`src/rtl/uart_tx_sequencer.sv`:
```
// UART transmit frame sequencer: serialises one written byte LSB-first on TxD,
// advancing one bit every OVERSAMPLE sample_ENABLE ticks.
module uart_tx_sequencer #(
   parameter int unsigned DATA_BITS  = 8,
   parameter int unsigned OVERSAMPLE = 16,
   parameter int unsigned PARITY_EN  = 1,
   parameter int unsigned PARITY_ODD = 0,
   parameter int unsigned STOP_BITS  = 1
) (
   input  logic                 clk,
   input  logic                 reset,
   input  logic                 sample_ENABLE,
   input  logic                 Tx_EN,
   input  logic                 Tx_WR,
   input  logic [DATA_BITS-1:0] Tx_DATA,
   output logic                 TxD,
   output logic                 Tx_BUSY,
   output logic                 Tx_DONE
);

   localparam int unsigned      CNT_W     = 4;
   localparam int unsigned      IDX_W     = 3;
   localparam logic [CNT_W-1:0] CNT_LAST  = CNT_W'(OVERSAMPLE - 1);
   localparam logic [IDX_W-1:0] DATA_LAST = IDX_W'(DATA_BITS - 1);
   localparam logic [IDX_W-1:0] STOP_LAST = IDX_W'(STOP_BITS - 1);

   typedef enum logic [2:0] {
      S_IDLE,
      S_START,
      S_DATA,
      S_PARITY,
      S_STOP
   } state_t;

   state_t               r_state,    w_state_nxt;
   logic [CNT_W-1:0]     r_tick_cnt, w_tick_cnt_nxt;
   logic [IDX_W-1:0]     r_bit_idx,  w_bit_idx_nxt;
   logic [DATA_BITS-1:0] r_shift,    w_shift_nxt;
   logic                 r_parity,   w_parity_nxt;
   logic                 r_txd,      w_txd_nxt;
   logic                 r_busy,     w_busy_nxt;
   logic                 r_done,     w_done_nxt;
   logic                 w_accept;
   logic                 w_bit_end;

   // Busy still high during the DONE cycle, so a write coincident with DONE is dropped
   assign w_accept  = Tx_WR & Tx_EN & (r_state == S_IDLE) & ~r_busy;
   assign w_bit_end = sample_ENABLE & (r_state != S_IDLE) & (r_tick_cnt == CNT_LAST);

   assign TxD     = r_txd;
   assign Tx_BUSY = r_busy;
   assign Tx_DONE = r_done;

   always_ff @(posedge clk or negedge reset) begin
      if (!reset) begin
         r_state    <= S_IDLE;
         r_tick_cnt <= '0;
         r_bit_idx  <= '0;
         r_shift    <= '0;
         r_parity   <= 1'b0;
         r_txd      <= 1'b1;
         r_busy     <= 1'b0;
         r_done     <= 1'b0;
      end else begin
         r_state    <= w_state_nxt;
         r_tick_cnt <= w_tick_cnt_nxt;
         r_bit_idx  <= w_bit_idx_nxt;
         r_shift    <= w_shift_nxt;
         r_parity   <= w_parity_nxt;
         r_txd      <= w_txd_nxt;
         r_busy     <= w_busy_nxt;
         r_done     <= w_done_nxt;
      end
   end

   // Next-state, bit sequencing and registered line/status values
   always_comb begin
      w_state_nxt    = r_state;
      w_tick_cnt_nxt = r_tick_cnt;
      w_bit_idx_nxt  = r_bit_idx;
      w_shift_nxt    = r_shift;
      w_parity_nxt   = r_parity;
      w_busy_nxt     = r_busy;
      w_done_nxt     = 1'b0;
      w_txd_nxt      = 1'b1;

      if ((r_state != S_IDLE) && sample_ENABLE) begin
         w_tick_cnt_nxt = w_bit_end ? '0 : r_tick_cnt + CNT_W'(1);
      end

      unique case (r_state)
         S_IDLE: begin
            w_busy_nxt = 1'b0;
            if (w_accept) begin
               w_state_nxt    = S_START;
               w_tick_cnt_nxt = '0;
               w_bit_idx_nxt  = '0;
               w_shift_nxt    = Tx_DATA;
               w_parity_nxt   = (^Tx_DATA) ^ 1'(PARITY_ODD);
               w_busy_nxt     = 1'b1;
            end
         end
         S_START: begin
            if (w_bit_end) begin
               w_state_nxt   = S_DATA;
               w_bit_idx_nxt = '0;
            end
         end
         S_DATA: begin
            if (w_bit_end) begin
               w_shift_nxt   = r_shift >> 1;
               w_bit_idx_nxt = r_bit_idx + IDX_W'(1);
               if (r_bit_idx == DATA_LAST) begin
                  w_bit_idx_nxt = '0;
                  w_state_nxt   = (PARITY_EN != 0) ? S_PARITY : S_STOP;
               end
            end
         end
         S_PARITY: begin
            if (w_bit_end) begin
               w_state_nxt   = S_STOP;
               w_bit_idx_nxt = '0;
            end
         end
         S_STOP: begin
            if (w_bit_end) begin
               if (r_bit_idx == STOP_LAST) begin
                  w_state_nxt   = S_IDLE;
                  w_bit_idx_nxt = '0;
                  w_done_nxt    = 1'b1;
               end else begin
                  w_bit_idx_nxt = r_bit_idx + IDX_W'(1);
               end
            end
         end
         default: begin
            w_state_nxt = S_IDLE;
         end
      endcase

      case (w_state_nxt)
         S_START:  w_txd_nxt = 1'b0;
         S_DATA:   w_txd_nxt = w_shift_nxt[0];
         S_PARITY: w_txd_nxt = w_parity_nxt;
         default:  w_txd_nxt = 1'b1;
      endcase
   end

endmodule
```
`config.mk`:
```
export PLATFORM = sky130hd
export DESIGN_NAME = uart_tx_sequencer
export DESIGN_NICKNAME = d
export VERILOG_FILES = /design/src/rtl/uart_tx_sequencer.sv
export SDC_FILE = /design/constraint.sdc
export NUM_CORES = 1
export LEC_CHECK = 0
export CORE_ASPECT_RATIO = 0.9
export CORE_UTILIZATION = 57
export DETAILED_ROUTE_END_ITERATION = 10
export GPL_TIMING_DRIVEN = 0
export PLACE_DENSITY = 0.92
export SYNTH_ARGS = -nofsm -noshare
export SYNTH_HDL_FRONTEND = slang
export SYNTH_SLANG_ARGS = --single-unit
```
`constraint.sdc`:
```
create_clock -name clk -period 2.87 [get_ports clk]
set_input_delay 0.574 -clock clk [delete_from_list [all_inputs] [get_ports clk]]
set_output_delay 0.574 -clock clk [all_outputs]
set_load 0.05 [all_outputs]
```
==> impl_metrics.toml <==
[yosys]
synth_area_per_cell_um2 = 10.7
synth.cells.most_frequent = "dfrtp_1 (21), a22o_1 (7), xnor2_1 (7)"
yosys.area.top_type = "dfrtp_1"
synth_area_leaders = "dfrtp_1 (44%), a22o_1 (5.1%), xnor2_1 (5.1%)"
ys_types = 37
synth_top_area_share_pct = 43.9
yosysMostFrequentCell = "dfrtp_1"
syn_inst = 112
synth_edf_count = 0
syn-num-nets = 129
synth-seq-cells = 22
synthArstFlopShare_pct = 100
ys.flop_type = "dfrtp_1"
netlist_area_um2 = 1200
yosysWarningCount = 0
yosysSeqAreaShare_pct = 46.1

[clock_tree]
root_buffer = "clkbuf_4"
numCtsBuffers = 3
cts-htree-levels = 1
cts_resized = 0
clock_sinks = 22
postCtsSetupBuffers = 0
cts_tree = "yes"
clkLatencyLatePin_ns = 0.30
clockBufferDepth = 2
ctsHoldBuffers = 0
clk_pin_slew_ns = 0.12

[routing]
ant_nets = 0
totalWireLength_mm = 2.46
num_vias = 949
wl_per_cell_um = 15.8
avgViaCountPerCell = 6.08
detail_route.first_pass.iterations = 4
remaining_drc_errors = 0
first_iter_violations = 29

[sta]
max_freq_ghz = 0.453
fin_crit_sh_pct = 76.8
drv_slew = 0
relSlewSlack_pct = 37.9
fin_crit_ns = 2.21
finalHoldViolations = 0
fin_tns_setup_ns = 0
rsz0062_at_grt = "no"
worstMarginPinSlew_ns = 0.928
setup_viol = 0
worst_clock_skew_ns = 0.00302

[place]
gp_congestion = 0.830
port_buffers = 15
post_dp_cell_area_um2 = 1380
dp_hpwl_mm = 1.81

[power_and_ir_drop]
switchingPower_w = 0.000451
p_leak_nw = 0.638
peakVddDrop_mv = 0.817
p_clk_share_pct = 14.3
swShare_pct = 38.1
pwr-share-comb_pct = 39.6
p_int_w = 0.000734
power_density_nw_per_um2 = 838
seqPwrFrac_pct = 46.1

[floorplan]
core_area_um2 = 1950
ios = 16
die_x_um = 50.3
dieHeight_um = 45.5
num_rows = 15
start_util_pct = 61.3
die-area_um2 = 2290

[global_route]
antenna_found_initial = 0
grt_usage_pct = 25.9
grt_pass1_vias = 1004
overflow = 0
grt_first_pass_wirelength_mm = 4.37
grt_max_degree = 23

[setup_path]
critPathKind = "reg -> out"
cp.required_ns = 2.30
rrSetupSlack_ns = 0.85
slowest_stage = "clkdlybuf4s50_1"
cp_max_fo = 1
path_delay_family = "buffers and inverters"
cp-end-kind = "primary output"
timing.critical_path.slowest_cell_delay_ns = 0.79
arrival_ns = 1.63
critPathBufInv = 1
path_cells = "clkdlybuf4s50_1"
cp-start-kind = "flip-flop"

[worst_hold_path]
hold_class = "reg -> reg"

[final_layout]
design_area_um2 = 1410
nets = 149
fill_cells = 145
layout-drive-gt1-share_pct = 10.7
antenna_cells = 0
area_growth_pct = 18.2

[run]
maxCapViolations = 0

[run_status]
status = "finished, final reports clean"
-- final timing paths --
kind                               startpoint      endpoint  depth (start not counted)
worst min register to register     r_shift[3]    r_shift[3]                          1
max in group asynchronous               reset    r_shift[0]                          1
min in group asynchronous               reset  r_bit_idx[1]                          1
worst max register to register  r_tick_cnt[0]    r_shift[7]                          5
worst min-delay path               r_shift[3]    r_shift[3]                          1
worst max-delay path                      TxD           TxD                          1
-- per-stage QoR --
| stage | worst slack, ns | instances | util (%) | hold slack [ns] | power [W] |
|---|---|---|---|---|---|
| 2_1_floorplan | 1.23 | 112 | - | 0.278 | 0.000873 |
| 3_3_place_gp | 0.431 | 152 | 70.6 | 0.459 | 0.000973 |
| 5_1_grt | 0.564 | 156 | 72.4 | 0.517 | 0.00126 |
| 3_5_place_dp | 0.390 | 152 | 70.6 | 0.475 | 0.00101 |
| 6_report | 0.665 | 156 | 72.4 | 0.501 | 0.00118 |
| 4_1_cts | 0.663 | 156 | 72.4 | 0.505 | 0.00118 |
-- routing by layer --
| metal | GRT usage [%] | wire length [um] | part of all wire, % |
|---|---|---|---|
| met2 | 48.3 | 1270 | 52 |
| met1 | 29.6 | 1080 | 44 |
| met5 | 0 | 0 | 0 |
| met4 | 8.00 | 14 | 0.57 |
| met3 | 6.33 | 96 | 3.9 |
-- kinds of logic (layout without fill, tap and decap cells) --
group	after synthesis	after routing	synth area share, %
mux	2	2	2.72
flops	22	22	46.1
compound gates	36	36	22.5
buf+inv	9	28	3.66
xor+xnor	9	9	6.59
fa+ha+maj	4	4	4.18
simple gates	30	30	14.2
-- state kept, by name, summed over array words and instances, names as in the netlist --
name,cells
TxD,1
Tx_BUSY,1
r_state,3
r_shift,8
r_tick_cnt,4
Tx_DONE,1
r_parity,1
r_bit_idx,3
-- cell usage in the layout, fill, tap and decap left out, types with 2 or more instances in the layout --
master	netlist	final
dfrtp_1	21	21
clkdlybuf4s50_1	0	15
xnor2_1	7	7
a22o_1	7	7
inv_1	6	6
a21o_1	6	6
nor2_1	5	5
nand2_1	5	5
o21ai_0	5	5
nand3_1	5	5
or3_1	4	4
a21oi_1	4	4
ha_1	4	4
nand2b_1	3	3
a31oi_1	3	3
clkbuf_4	0	3
buf_2	2	2
o32ai_1	2	2
a21boi_0	2	2
xor2_1	2	2
-- layout make-up --
class,count,area [um^2],area share (%)
multi-input combinational,81,601,42.5
sequential,22,552,39.0
timing repair buffer,15,150,10.6
clock buffer,4,36.3,2.57
tap,25,31.3,2.21
inverter,6,22.5,1.59
buffer,3,21.3,1.50
-- power groups by stage --
stage | Sequential (W) | Clock, W | Combinational (W)
floorplan | 0.000554 | 0 | 0.000319
global placement | 0.000533 | 0 | 0.000439
detailed placement | 0.000549 | 0 | 0.000464
CTS | 0.000543 | 0.000169 | 0.000471
global route | 0.000562 | 0.000182 | 0.000516
finish | 0.000546 | 0.000169 | 0.000470
No activity file was read; power rests on OpenSTA's default activity.
